### src/rtl/music_pkg.sv
// music_pkg: shared types, constant tables and FSM encoding for the melody sequencer.
// Pitch codes 1..12 are C4..B4; code 0 and codes 13..15 are rests.
// Half-period values are in 10 MHz clock cycles, before any tone shift is applied.
package music_pkg;

  localparam int NUM_STEPS = 16;

  typedef logic [3:0] pitch_t;
  typedef logic [3:0] step_t;

`ifdef SEQ_GAP_EN
  typedef enum logic [1:0] {
    ST_IDLE = 2'd0,
    ST_PLAY = 2'd1,
    ST_GAP  = 2'd2
  } seq_state_t;
`else
  typedef enum logic [1:0] {
    ST_IDLE = 2'd0,
    ST_PLAY = 2'd1
  } seq_state_t;
`endif

  // Rest codes produce silence and have no table entry.
  function automatic logic is_rest(input pitch_t p);
    return (p == 4'd0) || (p > 4'd12);
  endfunction

  // Half period of each pitch; rests return 0 and are never used for toggling.
  function automatic logic [15:0] half_period(input pitch_t p);
    logic [15:0] hp;
    hp = 16'd0;
    case (p)
      4'd1:    hp = 16'd19111;
      4'd2:    hp = 16'd18039;
      4'd3:    hp = 16'd17026;
      4'd4:    hp = 16'd16071;
      4'd5:    hp = 16'd15169;
      4'd6:    hp = 16'd14317;
      4'd7:    hp = 16'd13514;
      4'd8:    hp = 16'd12755;
      4'd9:    hp = 16'd12039;
      4'd10:   hp = 16'd11364;
      4'd11:   hp = 16'd10726;
      4'd12:   hp = 16'd10124;
      default: hp = 16'd0;
    endcase
    return hp;
  endfunction

  // Fixed 16-step melody: rising run, rest, falling run, rest.
  function automatic pitch_t melody_rom(input step_t s);
    pitch_t p;
    p = 4'd0;
    case (s)
      4'd0:    p = 4'd1;
      4'd1:    p = 4'd3;
      4'd2:    p = 4'd5;
      4'd3:    p = 4'd6;
      4'd4:    p = 4'd8;
      4'd5:    p = 4'd10;
      4'd6:    p = 4'd12;
      4'd7:    p = 4'd0;
      4'd8:    p = 4'd12;
      4'd9:    p = 4'd10;
      4'd10:   p = 4'd8;
      4'd11:   p = 4'd6;
      4'd12:   p = 4'd5;
      4'd13:   p = 4'd3;
      4'd14:   p = 4'd1;
      default: p = 4'd0;
    endcase
    return p;
  endfunction

endpackage

### src/rtl/tone_divider.sv
// tone_divider: half-period counter that toggles a square wave every hp cycles.
// Latency: first rising edge hp cycles after restart is released; restart forces output low.
// No backpressure; enable low (rest or not playing) holds the counter and tone at zero.
module tone_divider (
  input  logic        clk,
  input  logic        rst_n,
  input  logic        restart,
  input  logic        enable,
  input  logic [15:0] hp,
  output logic        tone
);

  logic [15:0] cnt_q;

  // Count up to hp-1, then wrap and flip the tone; restart/disable park everything at zero.
  always_ff @(posedge clk or negedge rst_n) begin
    if (!rst_n) begin
      cnt_q <= 16'd0;
      tone  <= 1'b0;
    end else if (restart || !enable) begin
      cnt_q <= 16'd0;
      tone  <= 1'b0;
    end else if (cnt_q == hp - 16'd1) begin
      cnt_q <= 16'd0;
      tone  <= ~tone;
    end else begin
      cnt_q <= cnt_q + 16'd1;
    end
  end

endmodule

### src/rtl/melody_sequencer.sv
// melody_sequencer: steps a 16-step melody ROM and drives a square-wave tone per step.
// Latency: outputs are registered; a step is entered one cycle after start or note end.
// No backpressure; stop_i wins over everything. Optional articulation gap: SEQ_GAP_EN.
module melody_sequencer #(
  parameter int NOTE_TICKS = 2000000,
  parameter int TONE_SHIFT = 0,
  parameter int GAP_TICKS  = 200000
) (
  input  logic       clk,
  input  logic       rst_n,
  input  logic       start_i,
  input  logic       stop_i,
  input  logic       loop_i,
  input  logic [1:0] tempo_i,
  output logic       tone_o,
  output logic [3:0] note_o,
  output logic [3:0] step_o,
  output logic       playing_o,
  output logic       step_stb_o
);

  import music_pkg::*;

  localparam int               CNT_W        = $clog2(NOTE_TICKS + 1);
  localparam logic [CNT_W-1:0] NOTE_LEN_MAX = CNT_W'(NOTE_TICKS);
  localparam step_t            LAST_STEP    = step_t'(NUM_STEPS - 1);

  if (NOTE_TICKS < 1 || TONE_SHIFT < 0 || GAP_TICKS < 0) begin : g_cfg_check
    $error("melody_sequencer: invalid timing parameters");
  end

  seq_state_t       state_q, state_nxt;
  step_t            step_q, step_sel;
  pitch_t           note_q;
  logic [CNT_W-1:0] note_cnt_q, note_len_q, len_sel;
  logic             stb_q;
  logic             step_enter;
  logic             note_end;
  logic [15:0]      tone_hp;
  logic             div_restart, div_enable;

`ifdef SEQ_GAP_EN
  localparam int             GAP_LEN = (GAP_TICKS < 1) ? 1 : GAP_TICKS;
  localparam int             GAP_W   = $clog2(GAP_LEN + 1);
  localparam logic [GAP_W-1:0] GAP_LAST = GAP_W'(GAP_LEN - 1);

  logic [GAP_W-1:0] gap_cnt_q;
  logic             gap_end;

  assign gap_end = (gap_cnt_q == GAP_LAST);

  // Gap counter runs only while staying in GAP; it is zero on the first gap cycle.
  always_ff @(posedge clk or negedge rst_n) begin
    if (!rst_n) begin
      gap_cnt_q <= '0;
    end else if (state_q == ST_GAP && state_nxt == ST_GAP) begin
      gap_cnt_q <= gap_cnt_q + GAP_W'(1);
    end else begin
      gap_cnt_q <= '0;
    end
  end
`endif

  assign note_end = (note_cnt_q == note_len_q - CNT_W'(1));
  assign step_sel = (state_q == ST_IDLE) ? 4'd0 : step_q + 4'd1;

  // Note length for the step being entered; tempo only matters at step entry.
  always_comb begin
    len_sel = NOTE_LEN_MAX >> tempo_i;
    if (len_sel == '0) begin
      len_sel = CNT_W'(1);
    end
  end

  // Effective half period of the current pitch after the shift, never below one cycle.
  always_comb begin
    tone_hp = half_period(note_q) >> TONE_SHIFT;
    if (tone_hp == 16'd0) begin
      tone_hp = 16'd1;
    end
  end

  // State register.
  always_ff @(posedge clk or negedge rst_n) begin
    if (!rst_n) begin
      state_q <= ST_IDLE;
    end else begin
      state_q <= state_nxt;
    end
  end

  // Next state and step-entry decision; stop overrides every other transition.
  always_comb begin
    state_nxt  = state_q;
    step_enter = 1'b0;
    case (state_q)
      ST_IDLE: begin
        if (start_i) begin
          state_nxt  = ST_PLAY;
          step_enter = 1'b1;
        end
      end
      ST_PLAY: begin
        if (note_end) begin
`ifdef SEQ_GAP_EN
          state_nxt = ST_GAP;
`else
          if (step_q != LAST_STEP || loop_i) begin
            step_enter = 1'b1;
          end else begin
            state_nxt = ST_IDLE;
          end
`endif
        end
      end
`ifdef SEQ_GAP_EN
      ST_GAP: begin
        if (gap_end) begin
          if (step_q != LAST_STEP || loop_i) begin
            state_nxt  = ST_PLAY;
            step_enter = 1'b1;
          end else begin
            state_nxt = ST_IDLE;
          end
        end
      end
`endif
      default: state_nxt = ST_IDLE;
    endcase
    if (stop_i) begin
      state_nxt  = ST_IDLE;
      step_enter = 1'b0;
    end
  end

  // Step, pitch and note-length registers; counter stops at its terminal value.
  always_ff @(posedge clk or negedge rst_n) begin
    if (!rst_n) begin
      step_q     <= '0;
      note_q     <= '0;
      note_cnt_q <= '0;
      note_len_q <= '0;
      stb_q      <= 1'b0;
    end else begin
      stb_q <= step_enter;
      if (step_enter) begin
        step_q     <= step_sel;
        note_q     <= melody_rom(step_sel);
        note_cnt_q <= '0;
        note_len_q <= len_sel;
      end else if (state_nxt == ST_IDLE) begin
        step_q     <= '0;
        note_q     <= '0;
        note_cnt_q <= '0;
        note_len_q <= '0;
      end else if (state_q == ST_PLAY && !note_end) begin
        note_cnt_q <= note_cnt_q + CNT_W'(1);
      end
    end
  end

  // The tone restarts low on every step entry and whenever playback leaves PLAY.
  assign div_restart = step_enter || (state_nxt != ST_PLAY);
  assign div_enable  = (state_q == ST_PLAY) && !is_rest(note_q);

  tone_divider u_tone_divider (
    .clk     (clk),
    .rst_n   (rst_n),
    .restart (div_restart),
    .enable  (div_enable),
    .hp      (tone_hp),
    .tone    (tone_o)
  );

  assign note_o     = note_q;
  assign step_o     = step_q;
  assign playing_o  = (state_q != ST_IDLE);
  assign step_stb_o = stb_q;

endmodule
### config.mk
export PLATFORM = sky130hd
export DESIGN_NAME = melody_sequencer
export DESIGN_NICKNAME = d
export VERILOG_FILES = /design/src/rtl/music_pkg.sv /design/src/rtl/tone_divider.sv /design/src/rtl/melody_sequencer.sv
export SDC_FILE = /design/constraint.sdc
export NUM_CORES = 1
export LEC_CHECK = 0
export CORE_ASPECT_RATIO = 0.75
export CORE_UTILIZATION = 55
export DETAILED_ROUTE_END_ITERATION = 6
export PLACE_DENSITY = 0.73
export SLEW_MARGIN = 20
export SYNTH_ARGS = -nofsm -noshare
export SYNTH_HDL_FRONTEND = slang
export SYNTH_SLANG_ARGS = --single-unit
### constraint.sdc
create_clock -name clk -period 4.85 [get_ports clk]
set_input_delay 0.7275 -clock clk [delete_from_list [all_inputs] [get_ports clk]]
set_output_delay 0.7275 -clock clk [all_outputs]
set_load 0.03 [all_outputs]
* Yosys cells after proc, flatten, opt, wreduce, memory -nomap -nowiden
Memory sizes are Yosys's and may differ from the RTL's. Index checks and enable logic that the tools add are counted.
Cells by class: add/sub/neg operators 5, magnitude comparators 1, bitwise logic cells 1, shifts and indexed selects 1, multiplexer cells 25, eq/ne operators 5, reductions and logical operators 18
Operator list (count):
- $mux W21 | 6
- $mux W16 | 3
- $add A21 B1 Y21 const B | 1
- $eq A21 B21 Y1 | 1
- $logic_not A21 Y1 | 1
- $shr A21 B2 Y21 const A | 1
- $sub A21 B1 Y21 const B | 1
- $add A16 B1 Y16 const B | 1
- $eq A16 B16 Y1 | 1
- $logic_not A16 Y1 | 1
- $mux W4 | 4
- $sub A16 B1 Y16 const B | 1
- $mux W2 | 4
- $mux W1 | 6
- $reduce_bool A2 Y1 | 3
- $add A4 B1 Y4 const B | 1
- $gt A4 B4 Y1 const B | 1
- $logic_not A2 Y1 | 2
- $logic_not A4 Y1 | 1
- $logic_or A1 B1 Y1 | 4
- $ne A4 B4 Y1 const B | 1
- $pmux W2 S2 | 1
- $logic_not A1 Y1 | 3
- $reduce_bool A3 Y1 | 1
- other kinds (5) | 6
Word-level totals: memories kept 2, memory bits (read-only) 304, input port bits 7, bits in registers 70, logic and storage cells 66, output and inout port bits 11
Memory list:
- (name not given) | depth 16, width 15, rd ports 1, clocked after Yosys merged registers in 0, wr ports 0, RTL line music_pkg.sv:33 | case (p)
- (name not given) | depth 16, width 4, rd ports 1, clocked after Yosys merged registers in 0, wr ports 0, RTL line music_pkg.sv:55 | case (s)

* Logic depth before layout (Yosys ltp)
depth in word-level cells 10, mapped depth 18, mapped depth without buffers 15

* By module
From an unflattened synthesis, not the netlist that was laid out.
Second synthesis, totals: cell total of the unflattened synthesis 495, area total of the unflattened synthesis 4379.2 sq um
By module, submodules not included:
- melody_sequencer | instances 1, cells each 344, area an instance 3032.9 sq um, sequential area each 1076.0 sq um
- tone_divider | instances 1, cells each 151, area an instance 1346.3 sq um, sequential area each 425.4 sq um

* Worst setup path after synthesis
Ideal clock, no wire load.
path type reg-to-reg, start point reg note_q[1], in the netlist note_o[1], end point reg u_tone_divider.cnt_q[0], setup time 0.131 ns, data arrival time 4.239 ns, buffers on the path 4, stages on the path, launching flop included 19, period minus slack after synthesis 4.370 ns, data required time 4.719 ns, slack 0.480 ns, cells stage by stage dfrtp_1 -> buf_2 -> inv_1 -> ha_1 -> buf_6 -> inv_4 -> mux4_2 -> nor4b_2 -> a21oi_1 -> ha_1 -> o311a_1 -> and3_4 -> buf_6 -> a211o_1 -> a2111oi_2 -> o2111ai_1 -> nor2_2 -> buf_6 -> nor3_1
Between the ends: cells in the longest elaborated chain, start to end 7, elaborated cells on any way between the ends 14, those cells by class add/sub: 1; order compare: 1; eq/ne: 1; mux: 3; reduce/logical: 7; memory: 1
RTL lines:
- start, declared | RTL line melody_sequencer.sv:34 | pitch_t note_q;
- start signal, assigned | RTL line melody_sequencer.sv:148 | note_q <= melody_rom(step_sel);
- $mem_v2 Z16 W15, or another cell as far along
- $logic_not A16 Y1 / $logic_or A1 B1 Y1 (equally long branches) | RTL line melody_sequencer.sv:78, music_pkg.sv:26
- $mux W16 / $logic_not A1 Y1 (equally long branches) | RTL line melody_sequencer.sv:78, melody_sequencer.sv:164
- $sub A16 B1 Y16 / $logic_and A1 B1 Y1 (equally long branches) | RTL line tone_divider.sv:23, melody_sequencer.sv:164
- $eq A16 B16 Y1 / $logic_not A1 Y1 (equally long branches) | RTL line tone_divider.sv:23, tone_divider.sv:20
- $mux W16 / $logic_or A1 B1 Y1 (equally long branches) | RTL line tone_divider.sv:23, tone_divider.sv:20
- $mux W16 (*) | RTL line tone_divider.sv:20 | end else if (restart || !enable) begin
- end signal, assigned | RTL line tone_divider.sv:27 | cnt_q <= cnt_q + 16'd1;
- end, declared | RTL line tone_divider.sv:13 | logic [15:0] cnt_q;
Mark *: on every way between the ends. The rest lies on a longest branch, timed or not. A chain may end at the register's enable or synchronous reset.

* Worst setup path after layout
start point reg note_q[0], in the netlist note_o[0], end point reg u_tone_divider.tone
Between the ends: cells in the longest elaborated chain, start to end 7, elaborated cells on any way between the ends 14, those cells by class add/sub: 1; order compare: 1; eq/ne: 1; mux: 2; reduce/logical: 8; memory: 1
RTL lines:
- branches (longest 7 deep; another with $sub A16 B1 Y16)
- end signal, assigned | RTL line tone_divider.sv:25 | tone <= ~tone;
- end, declared | RTL line tone_divider.sv:10 | output logic tone
Several ways; the timed one is not identified.

==> key figures <==
Outcome
  • Status: complete, no violations

Timing
  • Max Clk Rate: 223 MHz
  • Max transition margin: 31.1%
  • Final-report hold violation count: 0
  • Share of the clock period used by the worst path after layout: 92.6%
  • Final setup violation count: 0
  • Minimum clock period after layout: 4.49 ns
  • Sum Neg Setup Slack: 0 ns
  • Final worst clock skew: 0.0104 ns
  • Final max-slew violation count: 0
  • RSZ-0062 raised after global routing: false
  • Least-Margin Pin Slew: 1.03 ns

CTS
  • Clock latency reported for the late side of the worst-skew pair: 0.33 ns
  • H-Tree Depth: 3
  • Number of sinks on the clock net: 60
  • Number of hold buffers added after cts: 0
  • Clock buffer depth: 2
  • CTS tree: yes
  • Number of buffers created by CTS: 9
  • Post-CTS Setup Bufs: 0
  • Cell at the root of the clock tree: sky130_fd_sc_hd__clkbuf_8
  • Clock slew seen by the registers of the worst setup and hold paths: 0.07 ns

Floorplanning
  • Vertical die dimension: 80.6 µm
  • Core area: 0.00792 mm²
  • Initial cell density of the core: 57.2%
  • Die boundary width: 107 µm
  • Std-Cell Rows: 28
  • Number of top-level pins: 18
  • Die area: 0.00860 mm²

Detailed routing
  • Detailed-route wire length: 9.74 mm
  • Number of vias in the routed layout: 3641
  • Ratio of routed vias to standard cells: 5.95
  • Wire per inst: 15.9 µm
  • Drt pass-1 iters: 4
  • Drt initial violations: 222
  • Total DRC errors in the routed layout: 0
  • Final ANT Viol Nets: 0

Logic synthesis
  • Share of cell area taken by muxes after synthesis: 4.64%
  • Flops & latches, synth: 60
  • Seq/Total Area, Yosys: 33.2%
  • Synthesized-area fraction occupied by ao, oa, aoi and oai cells: 14.2%
  • Synthesized area divided by synthesized cell count: 9.09 µm²
  • Async SR Flop Fraction: 100%
  • Mapped Cells: 498
  • Syn_nets: 527
  • Count of synthesis-stage warnings from yosys: 0
  • Post-synthesis xor/xnor area fraction: 12.8%
  • Adder-cell area share of the yosys netlist: 6.08%
  • Dominant combinational cell family by area after synthesis: simple AND/OR/NAND/NOR gates
  • Primary FF master, synth: sky130_fd_sc_hd__dfrtp_1
  • Number of enable flip-flop cells after synthesis: 0
  • Combined area of all synthesized cells: 0.00453 mm²
  • Fraction of the mapped netlist area in simple logic gates: 23.3%
  • Number of different library cells in the post-synthesis netlist: 76

Critical path
  • R2r endpoint: u_tone_divider.tone
  • Cell family with most CP delay: compound AO/OA/AOI/OAI gates
  • Critical register-to-register path startpoint: note_o[0]
  • Type of the setup path with the least slack: reg -> reg
  • Setup crit start kind: register
  • Start point of the critical path: note_o[0]
  • Buffers & Inverters on Critical Path: 2
  • Sequence of cells on the critical path: inv_1 > ha_1 > inv_4 > mux4_2 > nor4b_4 > a21oi_1 > ha_1 > xnor2_1 > nor2_1 > nand3_1 > a2111o_1 > a2111oi_2 > o2111ai_1 > or3_1 > a21oi_1
  • Cell with the biggest individual delay on the critical path: sky130_fd_sc_hd__mux4_2
  • Required time worst endpoint: 5.10 ns
  • Worst EP arrival: 4.74 ns
  • CP endpoint kind: register
  • Cell count of the worst reg-to-reg path: 15
  • Max FO, Critical Path: 10
  • Setup slack on the worst flop-to-flop path: 0.36 ns
  • Peak per-stage delay on the critical path: 0.54 ns

Global routing
  • Total routing usage reported by global routing: 24.5%
  • Number of global-route vias before repair: 3324
  • Antenna violations before repair: 0
  • Overall overflow remaining after global route: 0
  • Global-route wire length before repair: 16.5 mm
  • Largest net degree at the start of global routing: 61

Placement
  • Half-perimeter wire length of the detailed placement result: 7.09 mm
  • PortBufs: 17
  • Cell Area, Placed: 0.00468 mm²
  • GP Congestion: 0.882

Cells and area
  • Layout fillers: 668
  • N_diodes: 0
  • Most frequent standard cell in the layout excluding fill and tap cells: sky130_fd_sc_hd__dfrtp_1
  • Fraction of final layout cells sized beyond drive strength 1: 8.88%
  • Net count of the finished layout: 531
  • Final non-filler cell area: 0.00490 mm²
  • Commonest non-fill, non-tap cells in the layout: sky130_fd_sc_hd__dfrtp_1 (60), sky130_fd_sc_hd__nor2_1 (51), sky130_fd_sc_hd__nand2_1 (40), sky130_fd_sc_hd__xnor2_1 (38), sky130_fd_sc_hd__xor2_1 (28)
  • Area growth from synthesis to final layout: 8.29%

Pwr
  • Total leakage power: 2.04 nW
  • Power Dens Cells: 236 mW/mm²
  • Peak ir drop on the vdd network: 0.164 mV
  • Power consumption: 1.16 mW

Worst hold path
  • Beginning of the worst hold path: note_cnt_q[0]
  • Number of cells on the worst hold path: 1
  • Min-delay worst type: reg -> reg
  • Hold Path Sink: note_cnt_q[0]

Job
  • Count of max-cap constraint violations: 0
## worst max path at each step
stage,cells after the start,end,slack (ns)
floorplan,18,u_tone_divider.cnt_q[0],0.48
finish,15,u_tone_divider.tone,0.36
detailed placement,15,u_tone_divider.tone,0.32
global route,15,u_tone_divider.tone,0.04
global placement,15,u_tone_divider.tone,0.50
CTS,15,u_tone_divider.tone,0.31
## worst register-to-register path: stages, from the launching register on
cell and delay (ns):
sky130_fd_sc_hd__dfrtp_1 0.53, sky130_fd_sc_hd__inv_1 0.18, sky130_fd_sc_hd__ha_1 0.52, sky130_fd_sc_hd__inv_4 0.06
sky130_fd_sc_hd__mux4_2 0.54, sky130_fd_sc_hd__nor4b_4 0.39, sky130_fd_sc_hd__a21oi_1 0.13, sky130_fd_sc_hd__ha_1 0.33
sky130_fd_sc_hd__xnor2_1 0.13, sky130_fd_sc_hd__nor2_1 0.10, sky130_fd_sc_hd__nand3_1 0.08, sky130_fd_sc_hd__a2111o_1 0.42
sky130_fd_sc_hd__a2111oi_2 0.30, sky130_fd_sc_hd__o2111ai_1 0.23, sky130_fd_sc_hd__or3_1 0.36, sky130_fd_sc_hd__a21oi_1 0.14
## repair_timing
action / in CTS / in global routing
resized for setup: 0 / 1
endpoints found under the hold margin: 0 / 0
setup endpoints to repair: 0 / 2
## area by class of cell
class	count	area [µm²]	share of cell area [%]
Multi-Input combinational cell	387	2780	56.6
Sequential cell	60	1500	30.6
Timing Repair Buffer	21	195	3.98
Clock buffer	11	151	3.09
Tap cell	105	131	2.68
Inverter	23	88.8	1.81
Clock inverter	5	60.1	1.22
## layer usage
layer | GRT usage (%) | share of wire, % | vias up | wire length (µm)
met3 | 5.03 | 5.0 | 8 | 484
met4 | 5.89 | 0.74 | 0 | 72
met1 | 38.5 | 53 | 1771 | 5190
met5 | 0 | 0 | - | 0
met2 | 33.5 | 41 | 84 | 3990
li1 | - | - | 1778 | -
## cell families (layout without fill, tap and decap cells)
family                     Yosys count  in the layout
AOI/OAI and AO/OA                   84             84
xor gates and xnor gates            66             66
adders and majority gates           22             22
buffers and inverters               51             60
DFF                                 60             60
muxes                               13             13
other                                1              1
and+or+nand+nor                    201            201
## power by group
| group | total (mW) | switching (mW) | leakage [nW] | internal, mW |
|---|---|---|---|---|
| clock network | 0.465 | 0.199 | 0.106 | 0.266 |
| logic | 0.178 | 0.101 | 1.10 | 0.0771 |
| registers | 0.514 | 0.00857 | 0.832 | 0.505 |
| total | 1.16 | 0.309 | 2.04 | 0.848 |
## Yosys cell counts, drive strengths merged (6+ instances only)
| cell type | n | area, µm² |
|---|---|---|
| xnor2 | 38 | 333 |
| clkbuf | 9 | 33.8 |
| nand2 | 40 | 150 |
| inv | 23 | 88.8 |
| dfrtp | 60 | 1500 |
| nor2b | 7 | 43.8 |
| nand4 | 6 | 37.5 |
| nor2 | 52 | 198 |
| mux4 | 6 | 139 |
| nor4 | 8 | 56.3 |
| ha | 22 | 275 |
| a21oi | 8 | 51.3 |
| nor3 | 20 | 100 |
| nand3 | 20 | 105 |
| mux2i | 6 | 60.1 |
| o21ai | 19 | 95.1 |
| and3 | 11 | 73.8 |
| nand2b | 10 | 62.6 |
| xor2 | 28 | 245 |
| a22o | 8 | 70.1 |
| buf | 19 | 138 |
## flip-flops by register name, summed over array words and instances, names as in the netlist
| register | cells |
|---|---|
| u_tone_divider.cnt_q | 16 |
| note_len_q | 11 |
| u_tone_divider.tone | 1 |
| state_q | 2 |
| step_stb_o | 1 |
| step_o | 4 |
| note_cnt_q | 21 |
| note_o | 4 |
## per-stage QoR
stage,util [%],instances,hold WS (ns),worst slack (ns)
finish,61.9,612,0.450,0.357
global placement,59.1,596,0.442,0.496
global route,61.9,612,0.489,0.0446
CTS,61.8,612,0.456,0.310
floorplan,-,498,0.425,0.480
detailed placement,59.1,596,0.447,0.322
Note: power is estimated with default switching activity, not from simulation.
